**src/rtl/vdp_super_pkg.sv**
```systemverilog
// Shared types and constants for the super-resolution VRAM prefetch path.
package vdp_super_pkg;

    typedef logic [17:0] vram_word_addr_t;
    typedef logic [31:0] vram_word_t;

    localparam vram_word_addr_t VRAM_WORD_ADDR_MAX = 18'h3FFFF;

    typedef enum logic [1:0] {
        IDLE  = 2'd0,
        FETCH = 2'd1,
        WAIT  = 2'd2
    } prefetch_state_t;

    // Sequential word address with explicit wrap at the top of VRAM.
    function automatic vram_word_addr_t next_word_addr(input vram_word_addr_t addr);
        return (addr == VRAM_WORD_ADDR_MAX) ? '0 : addr + 18'd1;
    endfunction

endpackage

```
**src/rtl/vdp_prefetch_fifo.sv**
```systemverilog
// Small synchronous FIFO with flush, occupancy count and a registered head word
// (head is 0 whenever the FIFO is empty).
module vdp_prefetch_fifo
    import vdp_super_pkg::*;
#(
    parameter  int DEPTH = 4,
    localparam int AW    = $clog2(DEPTH)
) (
    input  logic       clk,
    input  logic       reset_n,
    input  logic       clear,
    input  logic       push,
    input  vram_word_t push_data,
    input  logic       pop,
    output vram_word_t head,
    output logic       valid,
    output logic [AW:0] count
);

    logic [AW:0] wr_ptr, rd_ptr, wr_ptr_n, rd_ptr_n;
    vram_word_t  mem [DEPTH];
    vram_word_t  head_n;
    logic        empty, full, do_push, do_pop;

    assign empty   = (wr_ptr == rd_ptr);
    assign full    = (wr_ptr[AW] != rd_ptr[AW]) && (wr_ptr[AW-1:0] == rd_ptr[AW-1:0]);
    assign do_pop  = pop && !empty;
    assign do_push = push && (!full || do_pop);

    assign wr_ptr_n = wr_ptr + (AW+1)'(do_push);
    assign rd_ptr_n = rd_ptr + (AW+1)'(do_pop);

    // The next head may be the word being written this very cycle, so bypass it.
    always_comb begin
        head_n = mem[rd_ptr_n[AW-1:0]];
        if (wr_ptr_n == rd_ptr_n) begin
            head_n = '0;
        end else if (do_push && (rd_ptr_n[AW-1:0] == wr_ptr[AW-1:0])) begin
            head_n = push_data;
        end
    end

    always_ff @(posedge clk or negedge reset_n) begin
        if (!reset_n) begin
            wr_ptr <= '0;
            rd_ptr <= '0;
            head   <= '0;
        end else if (clear) begin
            wr_ptr <= '0;
            rd_ptr <= '0;
            head   <= '0;
        end else begin
            wr_ptr <= wr_ptr_n;
            rd_ptr <= rd_ptr_n;
            head   <= head_n;
        end
    end

    always_ff @(posedge clk) begin
        if (do_push && !clear) begin
            mem[wr_ptr[AW-1:0]] <= push_data;
        end
    end

    assign valid = !empty;
    assign count = wr_ptr - rd_ptr;

endmodule

```
**src/rtl/vdp_super_res_prefetch.sv**
```systemverilog
// VRAM word prefetcher for the super-resolution renderer: credit-limited sequential
// reads into a small FIFO. VDP_PREFETCH_STATS_EN adds a saturating underrun_count output.
//
// state | meaning
// IDLE  | renderer does not own the bus, no requests
// FETCH | issuing sequential reads while credit allows
// WAIT  | credit exhausted, waiting for a pop or a return
module vdp_super_res_prefetch
    import vdp_super_pkg::*;
#(
    parameter int DEPTH           = 4,
    parameter int MAX_OUTSTANDING = 2
) (
    input  logic            clk,
    input  logic            reset_n,
    input  logic            vdp_super,
    input  logic            line_start,
    input  vram_word_addr_t start_addr,
    input  logic            super_res_drawing,
    input  logic            pop,
    output vram_word_t      vrm_32,
    output logic            vrm_valid,
    output logic            mem_rd_req,
    output vram_word_addr_t mem_addr,
    input  logic            mem_ack,
    input  logic            mem_rd_valid,
    input  vram_word_t      mem_rd_data,
    output logic            underrun
`ifdef VDP_PREFETCH_STATS_EN
    ,
    output logic [15:0]     underrun_count
`endif
);

    localparam int AW = $clog2(DEPTH);
    localparam int CW = $clog2(DEPTH + 1);
    localparam int SW = CW + 2;

    prefetch_state_t state, state_n;
    vram_word_addr_t fetch_addr;
    logic [CW-1:0]   outstanding, outstanding_n;
    logic [CW-1:0]   discard, discard_n;
    logic [AW:0]     fifo_count, fifo_count_n;
    logic            fifo_valid;

    logic clear, ack_fire, ret_discard, ret_live;
    logic fifo_push, fifo_pop, pop_empty;
    logic credit_now, credit_next;

    assign clear       = line_start || !vdp_super;
    assign ack_fire    = mem_rd_req && mem_ack;
    assign ret_discard = mem_rd_valid && (discard != '0);
    // Returns with nothing in flight (e.g. after a reset) are dropped.
    assign ret_live    = mem_rd_valid && (discard == '0) && (outstanding != '0);
    assign fifo_push   = ret_live && !clear;
    assign fifo_pop    = pop && fifo_valid && !clear;
    assign pop_empty   = pop && !fifo_valid && vdp_super && !line_start;

    // Discarded reads still occupy credit until their data comes back.
    assign credit_now =
        ((SW'(fifo_count) + SW'(outstanding) + SW'(discard)) < SW'(DEPTH)) &&
        ((SW'(outstanding) + SW'(discard)) < SW'(MAX_OUTSTANDING));

    assign mem_rd_req = reset_n && vdp_super && super_res_drawing && !line_start && credit_now;
    assign mem_addr   = fetch_addr;

    always_comb begin
        outstanding_n = outstanding;
        discard_n     = discard;
        if (line_start) begin
            discard_n     = discard + outstanding - CW'(ret_discard || ret_live);
            outstanding_n = '0;
        end else begin
            if (ret_discard) begin
                discard_n = discard - CW'(1);
            end
            outstanding_n = outstanding + CW'(ack_fire) - CW'(ret_live);
        end
    end

    assign fifo_count_n = clear ? '0 : fifo_count + (AW+1)'(fifo_push) - (AW+1)'(fifo_pop);

    assign credit_next =
        ((SW'(fifo_count_n) + SW'(outstanding_n) + SW'(discard_n)) < SW'(DEPTH)) &&
        ((SW'(outstanding_n) + SW'(discard_n)) < SW'(MAX_OUTSTANDING));

    always_comb begin
        state_n = state;
        if (line_start) begin
            state_n = super_res_drawing ? FETCH : IDLE;
        end else if (!super_res_drawing) begin
            state_n = IDLE;
        end else begin
            case (state)
                IDLE:    state_n = credit_now  ? FETCH : IDLE;
                FETCH:   state_n = credit_next ? FETCH : WAIT;
                WAIT:    state_n = credit_next ? FETCH : WAIT;
                default: state_n = IDLE;
            endcase
        end
    end

    always_ff @(posedge clk or negedge reset_n) begin
        if (!reset_n) begin
            state       <= IDLE;
            fetch_addr  <= '0;
            outstanding <= '0;
            discard     <= '0;
            underrun    <= 1'b0;
        end else if (!vdp_super) begin
            state       <= IDLE;
            fetch_addr  <= '0;
            outstanding <= '0;
            discard     <= '0;
            underrun    <= 1'b0;
        end else begin
            state       <= state_n;
            outstanding <= outstanding_n;
            discard     <= discard_n;
            if (line_start) begin
                fetch_addr <= start_addr;
                underrun   <= 1'b0;
            end else begin
                if (ack_fire) begin
                    fetch_addr <= next_word_addr(fetch_addr);
                end
                if (pop_empty) begin
                    underrun <= 1'b1;
                end
            end
        end
    end

`ifdef VDP_PREFETCH_STATS_EN
    always_ff @(posedge clk or negedge reset_n) begin
        if (!reset_n) begin
            underrun_count <= '0;
        end else if (!vdp_super) begin
            underrun_count <= '0;
        end else if (pop_empty && (underrun_count != 16'hFFFF)) begin
            underrun_count <= underrun_count + 16'd1;
        end
    end
`endif

    vdp_prefetch_fifo #(
        .DEPTH (DEPTH)
    ) u_fifo (
        .clk       (clk),
        .reset_n   (reset_n),
        .clear     (clear),
        .push      (fifo_push),
        .push_data (mem_rd_data),
        .pop       (fifo_pop),
        .head      (vrm_32),
        .valid     (fifo_valid),
        .count     (fifo_count)
    );

    assign vrm_valid = fifo_valid;

endmodule
```
**config.mk**
```make
export PLATFORM = sky130hd
export DESIGN_NAME = vdp_super_res_prefetch
export DESIGN_NICKNAME = d
export VERILOG_FILES = /design/src/rtl/vdp_super_pkg.sv /design/src/rtl/vdp_prefetch_fifo.sv /design/src/rtl/vdp_super_res_prefetch.sv
export SDC_FILE = /design/constraint.sdc
export NUM_CORES = 1
export LEC_CHECK = 0
export ABC_AREA = 1
export CAP_MARGIN = 20
export CORE_MARGIN = 5
export CORE_UTILIZATION = 49
export CTS_BUF_LIST = sky130_fd_sc_hd__clkbuf_8
export DETAILED_ROUTE_END_ITERATION = 10
export HOLD_SLACK_MARGIN = 0.15
export PLACE_DENSITY = 0.81
export RECOVER_POWER = 100
export SYNTH_ARGS = -nofsm -noshare
export SYNTH_HDL_FRONTEND = slang
export SYNTH_SLANG_ARGS = --single-unit
```
**constraint.sdc**
```tcl
create_clock -name clk -period 9.75 [get_ports clk]
set_input_delay 0.975 -clock clk [delete_from_list [all_inputs] [get_ports clk]]
set_output_delay 0.975 -clock clk [all_outputs]
set_load 0.02 [all_outputs]
```
==> results of run 1 <==
-- how the worst min path moves through the flow --
| stage | start | slack (ps) | depth (start not counted) | end |
|---|---|---|---|---|
| detailed placement | underrun | 510 | 2 | underrun |
| global placement | underrun | 510 | 2 | underrun |
| global route | underrun | 530 | 2 | underrun |
| CTS | underrun | 520 | 2 | underrun |
| floorplan | u_fifo.rd_ptr[2] | 560 | 2 | u_fifo.rd_ptr[2] |
| finish | underrun | 510 | 2 | underrun |
-- final cells by class --
type | instances | area [um^2] | share of cell area
flip-flops and latches | 191 | 5420 | 0.527
well taps | 225 | 282 | 0.0273
inverters | 46 | 174 | 0.0169
diodes | 2 | 5.00 | 0.000486
clock buffers | 19 | 262 | 0.0254
repair buffers | 118 | 1180 | 0.114
clock inverters | 12 | 106 | 0.0103
multi-input cells | 562 | 2870 | 0.279
-- worst max-delay path, stage by stage --
cell,delay (ps)
dlygate4sd3_1,1050
clkinvlp_2,840
nand2_1,620
inv_1,200
nand2_1,120
nor2_1,60
ha_1,770
buf_12,300
inv_1,280
buf_12,280
nand2_1,100
a21oi_1,100
a31oi_4,820
o21ai_0,220
nor2_1,130
-- cells by family (layout without fill, tap and decap cells) --
group | after synthesis | in the layout | synth area share
compound gates | 92 | 92 | 0.0750
xor+xnor | 17 | 17 | 0.0172
fa+ha+maj | 25 | 25 | 0.0422
buf+inv | 83 | 195 | 0.0408
flops | 191 | 191 | 0.626
other cells | 0 | 2 | 0
simple gates | 428 | 428 | 0.198
-- per-layer routing --
| metal | share of wire | vias up | track usage |
|---|---|---|---|
| met4 | 0.017 | 2 | 0.0575 |
| met3 | 0.078 | 28 | 0.0415 |
| li1 | - | 3009 | - |
| met5 | 0.00087 | - | 0 |
| met1 | 0.42 | 2897 | 0.242 |
| met2 | 0.48 | 209 | 0.305 |
-- registers in the layout, summed over array words and instances (netlist names) --
register and cells:
underrun 1, outstanding 3, discard 3, u_fifo.head 32, u_fifo.rd_ptr 3, u_fifo.mem 128
u_fifo.wr_ptr 3, mem_addr 18
-- report_power, final --
group / switching (mW) / internal (mW) / total (mW)
Clock: 0.288 / 0.196 / 0.484
Combinational: 0.0629 / 0.0473 / 0.110
Sequential: 0.0108 / 0.873 / 0.883
Total: 0.362 / 1.12 / 1.48
-- placed cells by master (no fill, tap or decap), types with 2 or more instances in the layout --
cell type / netlist / final
nand2_1: 290 / 291
edfxtp_1: 128 / 128
nor2_1: 93 / 95
dlygate4sd3_1: 0 / 86
dfrtp_1: 63 / 63
inv_1: 42 / 45
a21oi_1: 36 / 36
a32o_1: 32 / 32
clkdlybuf4s50_1: 0 / 23
nand3_1: 21 / 21
clkbuf_8: 0 / 19
ha_1: 18 / 18
o21ai_0: 11 / 16
xor2_1: 10 / 10
xnor2_1: 7 / 7
fa_1: 7 / 7
nand4_1: 6 / 6
nor3_1: 6 / 6
clkbuf_1: 21 / 5
nand3b_1: 3 / 3
clkinv_4: 1 / 3
inv_6: 0 / 3
buf_12: 0 / 3
diode_2: 0 / 2
a21boi_0: 1 / 2
o2111ai_1: 2 / 2
inv_8: 0 / 2
-- stage by stage --
stage	setup WS [ps]	power, mW
4_1_cts	4410	1.49
6_report	3240	1.48
3_5_place_dp	3890	1.02
2_1_floorplan	5460	0.959
5_1_grt	2650	1.53
3_3_place_gp	3390	1.01
==> flow_summary.toml, run 1 <==
[clock_network]
insertion_delay_ps = 470
ctsHoldBuffers = 0
cts_max_level = 4
cts_resized = 0
path_clk_slew_ps = 90
cts_tree = "done"
clock_sinks = 191
cts_buffers = 17
root_buffer = "clkbuf_8"
cts_setup_buffers = 0
cts.path.max_buffers = 2

[critical_path]
start_kind = "primary input"
startpoint = "line_start"
end_kind = "flop"
crit_type = "in -> reg"
worstPathMaxFanout = 53
r2r_start = "u_fifo.wr_ptr[0]"
required_ps = 10150
crit_path_end = "u_fifo.head[10]"
rr_worst_depth = 15
arrival_ps = 6910
reg2reg_slack_ps = 4830
r2r-end = "mem_addr[13]"

[cells_and_area]
final_util = 0.595
drive_gt1_frac = 0.0422
nets = 1019
area_growth_pct = 18.9
final_cells = 1175
final_area_mm2 = 0.0103
fillerInstances = 1426

[synth]
synth_nets = 919
synth_area_leader_cell = "edfxtp_1"
synth-edff-count = 128
synth.distinct_cells = 37
synth_top_flop_cell = "edfxtp_1"
yosysMostFrequentCell = "nand2_1"
synth_area_mm2 = 0.00865
ys_seq_area_frac = 0.626
ys_top_cells_by_count = "nand2_1, edfxtp_1, nor2_1, dfrtp_1, inv_1"
synthCells = 836
ys.warnings.count = 0
ys_ff_latch = 191
synth_area_leaders = "edfxtp_1, dfrtp_1, nand2_1, nor2_1, a32o_1"
syn_avg_cell_area_um2 = 10.4
synth_top_area_frac = 0.444
async_flop_share = 0.330

[global_route]
antenna_found_initial = 1
grt_pass1_vias = 5976
grt_pass1_wl_um = 29500
grt_max_degree = 67
grt_overflow = 0
track_usage = 0.184

[sta]
hold_viol_final = 0
rsz0062_at_grt = "false"
tns_ps = 0
fmax_mhz = 154
slew_headroom = -1.48
period_needed_ps = 6510
whs_ps = 514
clock_skew_ps = 14.5
period_share = 0.667
setup_violations = 0
report.final.slew_viol_count = 216
worst_pin_slew_ps = 3720

[status]
violations = "max-capacitance violations, max-slew violations"
status = "finished, violations left"

[detailed_routing]
postRouteAntennaNets = 0
wl_per_cell_um = 15.6
drc = 0
drt_pass1_iterations = 5
vias = 6145
routed_via_density = 5.23
drt_iter0_drc = 399
wl_um = 18400

[placement]
io_buffers = 110
routabilityCongestion = 0.885
hpwl_um = 11400
place_area_mm2 = 0.00995
dp_cells = 1140

[job]
cap_violations = 6

[die]
die_h_um = 143
initial_utilization = 0.500
dieArea_mm2 = 0.0204
ios = 111
fp-row-count = 48
die_x_um = 143
fp.coreArea_mm2 = 0.0173

[pwr]
ir_drop_mv = 0.168
power.leakage_nw = 4.54
powerDensity_mw_per_mm2 = 144

[min_path]
min_path_type = "reg -> reg"
Power figures use the tool's default switching activity.
==> run 2, diff against run 1 <==
Settings changed: PLACE_DENSITY 0.81 to 0.84.
Clock period 9.75 ns to 5.8 ns, I/O delays scaled along.
==> run 2 against run 1 <==
Net effect:
- the run still ends with max-capacitance violations, max-slew violations left
- combinational power is 70% higher
- global-route usage is 0.59 points higher
- register-to-register slack worse by 3800 ps
- clock-buffer cell count is 1 lower
- core utilization is 0.14 points higher
- clock power is 79% higher
- setup slack worse by 2200 ps
- total power is 72% higher
- die area stayed put
- first-iteration DRC count is 12% higher
- critical endpoint is now u_fifo.head[19]
==> flow_summary.toml, run 2 (synthesis gave the netlist of run 1 again) <==
[status]
status = "finished, violations left"
violations = "max-capacitance violations, max-slew violations"

[sta]
hold_viol_final = 0
report.final.slew_viol_count = 151
setup_violations = 0
tns_ps = 0
period_share = 0.822
clock_skew_ps = 13.1
worst_pin_slew_ps = 2180
fmax_mhz = 210
rsz0062_at_grt = "false"
slew_headroom = -0.453
period_needed_ps = 4770

[global_route]
grt_overflow = 0
antenna_found_initial = 3
track_usage = 0.190
grt_max_degree = 66
grt_pass1_vias = 6064
grt_pass1_wl_um = 30500

[critical_path]
required_ps = 6200
end_kind = "flop"
crit_type = "in -> reg"
arrival_ps = 5160
worstPathMaxFanout = 26
start_kind = "primary input"
rr_worst_depth = 15

[clock_network]
insertion_delay_ps = 470
clock_sinks = 191
cts_max_level = 4
cts_resized = 0
ctsHoldBuffers = 0
cts_buffers = 17
path_clk_slew_ps = 100
cts_setup_buffers = 0
cts.path.max_buffers = 2
cts_tree = "done"
root_buffer = "clkbuf_8"

[cells_and_area]
nets = 1021
most-common-layout-cells = "nand2_1, edfxtp_1, nor2_1"
final_common_cell = "nand2_1"
final_area_mm2 = 0.0103
drive_gt1_frac = 0.0526
area_growth_pct = 19.2
largest_reg_flops = 128

[min_path]
min_path_type = "in -> async"

[placement]
place_area_mm2 = 0.00997
io_buffers = 110
hpwl_um = 12000
routabilityCongestion = 0.889

[die]
die_h_um = 143
dieArea_mm2 = 0.0204
fp-row-count = 48
fp.coreArea_mm2 = 0.0173
die_x_um = 143
ios = 111
initial_utilization = 0.500

[detailed_routing]
postRouteAntennaNets = 0
routed_via_density = 5.30
wl_um = 19000
drt_pass1_iterations = 5
drt_iter0_drc = 445
wl_per_cell_um = 16.1
drc = 0
vias = 6240

[pwr]
p_int_mw = 1.91
pwr-share-seq = 0.585
p_sw_frac = 0.246
p_switching_uw = 625
power_frac_comb = 0.074
ir_drop_mv = 0.197
p_clk_frac = 0.341
power.leakage_nw = 4.55
powerDensity_mw_per_mm2 = 246

[job]
cap_violations = 5
==> run 2: final cells by class <==
class                      instances  area (um^2)
antenna                            1         2.50
clock buffer                      18          248
clock inverter                    14          150
fill                            1412         6980
inverter                          46          178
multi-input combinational        562         2880
sequential                       191         5420
tap                              225          282
timing repair buffer             120         1150
==> run 2: power groups by stage <==
| stage | clock, mW | combinational [mW] | sequential, mW |
|---|---|---|---|
| floorplan | 0 | 0.0934 | 1.52 |
| global placement | 0 | 0.191 | 1.51 |
| detailed placement | 0 | 0.197 | 1.51 |
| CTS | 0.883 | 0.199 | 1.49 |
| global route | 0.934 | 0.213 | 1.49 |
| finish | 0.866 | 0.187 | 1.49 |
==> run 2: final timing paths <==
kind,from,endpoint,slack (ps)
setup / recovery,line_start,u_fifo.head[19],1030
hold / removal,reset_n,discard[2],220
setup reg to reg,u_fifo.wr_ptr[0],mem_addr[3],1070
hold reg to reg,underrun,underrun,530
max in group asynchronous,reset_n,u_fifo.head[2],5020
min in group clk,underrun,underrun,530
==> run 2: worst max-delay path: stages <==
cell             delay, ps
clkdlybuf4s50_1        450
clkbuf_1               730
clkinv_4               330
nand2_1                500
inv_1                  220
nand2_1                130
nand3b_1                80
nand3_1                230
inv_2                   70
ha_1                   190
ha_1                   190
xor2_1                 150
or2_1                  260
a31oi_4                520
buf_4                  320
nand2_1                 90
nor2_1                 100
==> run 2: stage by stage <==
stage | util | cells | setup WS (ps) | hold WS (ps) | power [mW]
final | 0.596 | 1177 | 1030 | 217 | 2.54
after floorplan | - | 836 | 1900 | 284 | 1.61
after detailed placement | 0.577 | 1144 | 1440 | 532 | 1.71
after global placement | 0.577 | 1144 | 1570 | 509 | 1.71
after global routing | 0.596 | 1177 | 516 | 293 | 2.63
after CTS | 0.600 | 1176 | 1140 | 243 | 2.57
==> run 2: routing by layer <==
layer	share of wire	vias up	GRT usage
met2	0.49	211	0.317
met1	0.42	2996	0.251
met4	0.010	4	0.0475
met3	0.076	22	0.0472
li1	-	3007	-
met5	0.0011	-	0
==> run 3, diff against run 2 <==
Clock period 5.8 ns to 4 ns, I/O delays scaled along.
==> run 3 against run 2 <==
Net effect:
- the flow still finishes with violations (max-capacitance violations, max-slew violations)
- die area stayed put
- setup slack lost 1000 ps
- non-clock buffer count grew 12
- worst hold slack improved by 300 ps
- global-route usage is 0.67 points lower
- register-to-register slack got worse by 1000 ps
- critical endpoint is now outstanding[1]
- routed wire length shrank 3.9%
- first-iteration DRC count is 22% lower
- clock skew rose by 3.6 ps
- clock-buffer cell count shrank 1
- final area rose by 1.6%
- cell count up 1.0%
==> flow_summary.toml, run 3 (synthesis gave the netlist of run 1 again) <==
[min_path]
hold_end = "underrun"
holdPathStages = 3
hold_start = "pop"
min_path_type = "in -> reg"

[die]
die_h_um = 143
fp.coreArea_mm2 = 0.0173
initial_utilization = 0.500
die_x_um = 143
ios = 111
dieArea_mm2 = 0.0204
fp-row-count = 48

[sta]
setup_violations = 0
clock_skew_ps = 16.7
worst_pin_slew_ps = 2090
report.final.slew_viol_count = 97
period_share = 0.991
hold_viol_final = 0
slew_headroom = -0.393
rsz0062_at_grt = "true"
period_needed_ps = 3970
fmax_mhz = 252
tns_ps = 0

[placement]
hpwl_um = 11700
routabilityCongestion = 0.850
io_buffers = 110

[status]
violations = "max-capacitance violations, max-slew violations"
status = "finished, violations left"

[clock_network]
cts_buffers = 17
cts_tree = "done"
clock_sinks = 191
insertion_delay_ps = 470
path_clk_slew_ps = 100
root_buffer = "clkbuf_8"
cts_max_level = 4
cts.path.max_buffers = 2

[critical_path]
required_ps = 4370
rr_worst_depth = 18
start_kind = "flop"
reg2reg_slack_ps = 30
worstPathMaxFanout = 3
end_kind = "flop"
r2r_start = "u_fifo.wr_ptr[0]"
arrival_ps = 4340
r2r-end = "outstanding[1]"
crit_type = "reg -> reg"

[global_route]
grt_pass1_vias = 5973
grt_pass1_wl_um = 29500
track_usage = 0.183
grt_max_degree = 66
grt_overflow = 0
antenna_found_initial = 2

[detailed_routing]
postRouteAntennaNets = 0
drc = 0
wl_um = 18200
vias = 6169
drt_iter0_drc = 347
drt_pass1_iterations = 5
wl_per_cell_um = 15.3
routed_via_density = 5.19

[cells_and_area]
fillerInstances = 1414
largest_reg_flops = 128
final_common_cell = "nand2_1"
most-common-layout-cells = "nand2_1, edfxtp_1, nor2_1"
nets = 1033
final_util = 0.606
drive_gt1_frac = 0.0841
area_growth_pct = 21.2

[pwr]
power.leakage_nw = 4.60
ir_drop_mv = 0.301
powerDensity_mw_per_mm2 = 348

[job]
cap_violations = 2
## run 3: cell count changes in the layout (fill, tap and decap cells not counted), sizes merged
cell and change:
buf +8, clkinvlp +1, clkinv -1, inv +1
clkbuf +3
## run 3: layer usage
layer | global-route usage | share of wire | routed length (um) | up-vias
met5 | 0 | 0.00077 | 14 | -
met4 | 0.0605 | 0.015 | 274 | 4
met3 | 0.0435 | 0.072 | 1310 | 30
met2 | 0.297 | 0.48 | 8690 | 195
met1 | 0.245 | 0.44 | 7940 | 2908
li1 | - | - | - | 3032
## run 3: critical path, stage by stage (launching register included)
cell     delay, ps
dfrtp_1        380
inv_2           70
ha_4           160
fa_2           560
inv_2           40
fa_1           540
nand2_2         70
fa_1           530
nand2_1         60
nor2_2         110
nand3_2        100
nor2_4         140
nand3_4        100
ha_4           250
inv_4           50
ha_4           110
inv_2           40
fa_2           530
nor2_2          40
## run 3: final cells by class
class | count | area [um^2] | share of cell area
Inverter | 46 | 180 | 0.0172
Sequential cell | 191 | 5420 | 0.517
Clock buffer | 17 | 234 | 0.0223
Antenna cell | 1 | 2.50 | 0.000239
Tap cell | 225 | 282 | 0.0268
Clock inverter | 15 | 148 | 0.0141
Multi-Input combinational cell | 562 | 2970 | 0.283
Timing Repair Buffer | 132 | 1250 | 0.119
## run 3: worst max-delay path by stage
stage,end,cells past startpoint,from,slack (ps)
detailed placement,outstanding[2],19,u_fifo.wr_ptr[0],-40
finish,outstanding[1],18,u_fifo.wr_ptr[0],30
floorplan,outstanding[2],19,u_fifo.wr_ptr[0],100
CTS,outstanding[2],19,u_fifo.wr_ptr[0],3
global route,outstanding[1],18,u_fifo.wr_ptr[0],-170
global placement,outstanding[2],19,u_fifo.wr_ptr[0],80
## run 3: report_power, final
group          internal [mW]  switching (mW)
combinational          0.122           0.157
sequential              2.13          0.0257
clock                  0.511           0.709
## run 3: what timing repair did
item | in CTS | in global routing
endpoints found under the hold margin | 8 | 0
endpoints found under the setup margin | 2 | 3
buffers inserted | 0 | 3
hold buffers | 1 | 0
pin swaps | 0 | 14
gates resized for setup | 4 | 21
## run 3: metrics by stage
step	hold WS [ps]	power, mW	instances	worst slack [ps]	instance area (um^2)
3_5_place_dp	512	2.48	1152	-40.1	10000
5_1_grt	507	3.82	1188	-168	10500
3_3_place_gp	509	2.47	1152	76.6	10000
2_1_floorplan	104	2.34	836	100	8650
4_1_cts	492	3.69	1185	3.34	10400
6_report	519	3.65	1189	34.8	10500
==> edit 1, RTL diff (config.mk and constraints of run 2) <==
`DEPTH` is set to 4 in 2 places; all go to 8.
--- a/src/rtl/vdp_prefetch_fifo.sv
+++ b/src/rtl/vdp_prefetch_fifo.sv
@@ -4,5 +4,5 @@
     import vdp_super_pkg::*;
 #(
-    parameter  int DEPTH = 4,
+    parameter  int DEPTH = 8,
     localparam int AW    = $clog2(DEPTH)
 ) (
--- a/src/rtl/vdp_super_res_prefetch.sv
+++ b/src/rtl/vdp_super_res_prefetch.sv
@@ -9,5 +9,5 @@
     import vdp_super_pkg::*;
 #(
-    parameter int DEPTH           = 4,
+    parameter int DEPTH           = 8,
     parameter int MAX_OUTSTANDING = 2
 ) (
Check against the original RTL: no difference found for any inputs over 4 cycles, from zero or initial values and one cycle with reset_n low; that may be too few to reach the edited logic, so the function may still have changed.
==> edit 1 against run 2 <==
- setup slack got worse by 0.17 ns
- sequential power rose by 70%
- count of clock-buffer cells in the layout grew 37
- largest power group unchanged
- wire length is 87% higher
- combinational power up 58%
- total power is 82% higher
- cell count rose by 63%
- cell area increased by 62%
- largest cell class unchanged
- the flow still finishes with violations (max-capacitance violations, max-slew violations)
- sequential share of layout area grew 3.5 points
- register-to-register slack better by 0.11 ns
- sequential cell count is 132 higher
- area after synthesis grew 66%
- utilization fell by 1.6 points
- via count up 70%
==> edit 1: results <==
group,metric,value,unit
detailed_routing,wl_met3,3409,um
synth,synthAdderAreaFrac,0.03247,
detailed_routing,wl_per_cell,18.47,um
synth,synthXorXnorAreaFrac,0.01213,
layout,largest_reg_flops,256,
layout,nNetsFinal,1583,
layout,diodes,2,
synth,yosys-top-cells-area,"edfxtp_1 54%, dfrtp_1 12%, nand2_1 11%",
setup_path,arrival,5.19,ns
power_and_ir_drop,swShare,0.2376,
setup_path,cp_max_fo,39,
setup_path,critPathMaxStageDelay,1.70,ns
clock_tree,worstSkewPairLatency,0.59,ns
setup_path,cp_top_family,"simple AND/OR/NAND/NOR gates",
global_route,grtUsageTotal,0.2127,
status,status,"finished with violations",
synth,ys_types,32,
layout,seqCellArea,9364,um^2
clock_tree,htree_levels,2,
global_route,gr-usage-met1,0.2874,
die,die_w,181.0,um
sta,skew,0.01459,ns
job,drv_cap,9,
layout,multi_input_area,4508,um^2
layout,nFillCells,2287,
sta,max_slew_margin,-0.6882,
synth,ys_seq_area_frac,0.6533,
power_and_ir_drop,p_int,3.516,mW
synth,synth-async-reset-ratio,0.2074,
global_route,grt_pass1_vias,10490,
clock_tree,cts_inserted_buffers,49,
synth,synth-edff-count,256,
placed_design,gp_congestion,0.8907,
power_and_ir_drop,seq_power,2.54,mW
layout,inv_count,54,
global_route,met2_usage,0.3487,
global_route,grt_pass1_wl,56080,um
layout,clkCellAreaFrac,0.05556,
setup_path,critPathSlowestCell,"nor2_1",
detailed_routing,avgViaCountPerCell,5.527,
layout,fin_util,0.5806,
detailed_routing,routed_wl,35400,um
sta,drv_slew,243,
placed_design,dp_hpwl,19640,um
layout,n_all_buffers,127,
detailed_routing,dr_wl_met2,16940,um
power_and_ir_drop,power_leakage,6.835,nW
global_route,grt_max_degree,129,
global_route,grt_util_met3,0.04625,
status,violations,"max-capacitance violations, max-slew violations",
detailed_routing,first_pass_iters,6,
global_route,antenna_found_initial,4,
[edit 1: cell types whose count changed after synthesis, moves of 8 or more]
| cell | run 2 | this run |
|---|---|---|
| nand3_1 | 21 | 186 |
| a32o_1 | 32 | 0 |
| or2_1 | 1 | 29 |
| edfxtp_1 | 128 | 256 |
| ha_1 | 18 | 26 |
| nand2_1 | 290 | 435 |
| clkbuf_1 | 21 | 47 |
| nor2_1 | 93 | 106 |
| buf_2 | 8 | 18 |
| a21oi_1 | 36 | 71 |
[edit 1: final timing paths]
path	slack [ns]	start	endpoint
worst min register to register	0.53	underrun	underrun
max in group asynchronous	5.02	reset_n	u_fifo.head[9]
min in group clk	0.53	underrun	underrun
worst min-delay path	0.17	reset_n	discard[2]
worst max-delay path	0.87	line_start	u_fifo.mem[6][11]
worst max register to register	1.18	u_fifo.rd_ptr[2]	u_fifo.head[2]
==> edit 2, RTL diff (flow settings as in run 2) <==
Made on the original files. Put one more register stage on the output `underrun`, without a reset. The value now appears one clock later. The other outputs are not delayed to match.
--- a/src/rtl/vdp_super_res_prefetch.sv
+++ b/src/rtl/vdp_super_res_prefetch.sv
@@ -36,4 +36,6 @@
     localparam int CW = $clog2(DEPTH + 1);
     localparam int SW = CW + 2;
+
+    logic underrun_s0;
 
     prefetch_state_t state, state_n;
@@ -107,5 +109,5 @@
             outstanding <= '0;
             discard     <= '0;
-            underrun    <= 1'b0;
+            underrun_s0 <= 1'b0;
         end else if (!vdp_super) begin
             state       <= IDLE;
@@ -113,5 +115,5 @@
             outstanding <= '0;
             discard     <= '0;
-            underrun    <= 1'b0;
+            underrun_s0 <= 1'b0;
         end else begin
             state       <= state_n;
@@ -120,5 +122,5 @@
             if (line_start) begin
                 fetch_addr <= start_addr;
-                underrun   <= 1'b0;
+                underrun_s0 <= 1'b0;
             end else begin
                 if (ack_fire) begin
@@ -126,5 +128,5 @@
                 end
                 if (pop_empty) begin
-                    underrun <= 1'b1;
+                    underrun_s0 <= 1'b1;
                 end
             end
@@ -160,3 +162,7 @@
     assign vrm_valid = fifo_valid;
 
+    always_ff @(posedge clk) begin
+        underrun <= underrun_s0;
+    end
+
 endmodule
Function: changed (a bounded check fails within 4 cycles, from zero or initial values and one cycle with reset_n low).
==> edit 2 against run 2 <==
- cell area did not move
- worst hold slack better by 0.035 ns
- die area grew 0.53%
- clock skew is 0.0011 ns lower
- largest cell class unchanged
- setup slack worse by 0.063 ns
- area after synthesis up 0.56%
- highest routed layer unchanged
- via count decreased by 0.51%
- clock power grew 1%
- wire length down 0.66%
- the flow still finishes with violations (max-capacitance violations, max-slew violations)
- total power grew 0.70%
- utilization fell by 0.21 points
- sequential share of layout area rose by 0.19 points
- global-route usage shrank 0.066 points
- sequential cell count rose by 1
==> edit 2: results <==
group,metric,value,unit
status,status,"finished with violations",
status,violations,"max-capacitance violations, max-slew violations",
global_route,grtUsageTotal,0.1890,
synth,yosys-top-cells-area,"edfxtp_1 44%, dfrtp_1 18%, nand2_1 12%",
setup_path,arrival,5.21,ns
synth,synth_most_common_cell,"nand2_1",
setup_path,reg2reg_to,"mem_addr[13]",
detailed_routing,drt_iter0_drc,501,
sta,worst-slew-pin-transition,2.172,ns
detailed_routing,wl_met3,1582,um
synth,synthMuxAreaShare,0,
synth,ys_warn_count,0,
setup_path,timing.reg2reg.setup_slack,0.97,ns
clock_tree,postCtsResizedCells,0,
detailed_routing,avgViaCountPerCell,5.292,
synth,synth_commonest_cells,"282 x nand2_1, 128 x edfxtp_1, 88 x nor2_1",
layout,seqCellArea,5440,um^2
clock_tree,worstSkewPairLatency,0.45,ns
synth,synthAdderAreaFrac,0.04198,
placed_design,gp_congestion,0.8879,
clock_tree,htree_levels,4,
synth,syn_nets,917,
synth,synth-async-reset-ratio,0.3281,
placed_design,dp_hpwl,11810,um
power_and_ir_drop,peakVddDrop,189.7,uV
power_and_ir_drop,power_leakage,4.595,nW
layout,nFillCells,1403,
detailed_routing,wl_met1,7934,um
setup_path,critPathSlowestCell,"a21boi_0",
clock_tree,clk_pin_slew,0.10,ns
detailed_routing,first_pass_iters,5,
setup_path,reg2reg_from,"u_fifo.wr_ptr[0]",
sta,skew,0.01207,ns
detailed_routing,routed_wl,18840,um
synth,synth_compound_area_frac,0.07849,
global_route,grt_pass1_wl,30460,um
layout,nNetsFinal,1018,
sta,drv_slew,151,
layout,diodes,0,
setup_path,cp_top_family,"adder cells",
global_route,grt_max_degree,66,
synth,ys_seq_area_frac,0.6251,
global_route,antenna_found_initial,1,
clock_tree,cts_inserted_buffers,17,
global_route,grt_pass1_vias,6221,
setup_path,critPathMaxStageDelay,1.57,ns
synth,synthXorXnorAreaFrac,0.01811,
sta,hold_slack,0.2515,ns
layout,drive_gt1_frac,0.04747,
synth,synth-edff-count,128,
detailed_routing,dr_wl_met2,9069,um
setup_path,cp_max_fo,18,
job,drv_cap,5,
placed_design,placed_area,9977,um^2
[edit 2: cell types whose count changed after synthesis, sizes merged, moves of 5 or more]
cell and change:
inv +7, nand2 -7, clkbuf -6, o21ai +6, buf +5, nor2 -5
[edit 2: metrics by stage]
stage | worst slack, ns | cells
after floorplan | 1.900 | 834
after global placement | 1.383 | 1141
after detailed placement | 1.256 | 1141
after CTS | 1.123 | 1173
after global routing | 0.5131 | 1173
final | 0.9711 | 1173
[edit 2: power by group]
group	internal [mW]	switching (mW)
clock	0.404	0.474
combinational	0.0799	0.107
sequential	1.47	0.0181
total	1.96	0.599
[edit 2: final cells by class]
class,count,area share
Clock buffer,18,0.02401
Timing Repair Buffer,118,0.1106
Inverter,52,0.01977
Multi-Input combinational cell,554,0.2760
Sequential cell,192,0.5273
Tap cell,225,0.02729
Clock inverter,14,0.01504
[edit 2: worst max path at each step]
stage | start | to | slack [ns] | cells past startpoint
after floorplan | u_fifo.wr_ptr[0] | outstanding[2] | 1.90 | 19
after global placement | line_start | u_fifo.head[31] | 1.38 | 16
after detailed placement | line_start | u_fifo.head[4] | 1.26 | 16
after CTS | u_fifo.wr_ptr[0] | mem_rd_req | 1.12 | 14
after global routing | u_fifo.wr_ptr[0] | mem_addr[7] | 0.51 | 15
final | u_fifo.wr_ptr[0] | mem_addr[13] | 0.97 | 15
[edit 2: routing by layer]
layer | up-vias | GRT usage
li1 | 2999 | -
met2 | 243 | 0.3121
met5 | - | 0
met3 | 26 | 0.04622
met4 | 2 | 0.05352
met1 | 2938 | 0.2517
[edit 2: cell families (layout without fill, tap and decap cells)]
kind of cell | after synthesis | count (layout)
AND/OR/NAND/NOR | 413 | 413
AO/OA/AOI/OAI | 98 | 98
adder cells (fa/ha/maj) | 25 | 25
flip-flops | 192 | 192
buffers and inverters | 88 | 202
XOR/XNOR | 18 | 18
[edit 2: worst register-to-register path, cell delays in order, from the launching register on]
cell      delay [ns]
dfrtp_1         0.46
inv_1           0.11
ha_1            0.20
fa_1            0.38
xor2_1          0.18
fa_1            0.52
inv_1           0.07
fa_1            0.54
nand2_1         0.05
nor2_1          0.11
nand3_2         0.10
nor2_4          0.12
nand3_4         0.10
a21boi_0        1.57
nand2_1         0.14
nand2_1         0.12
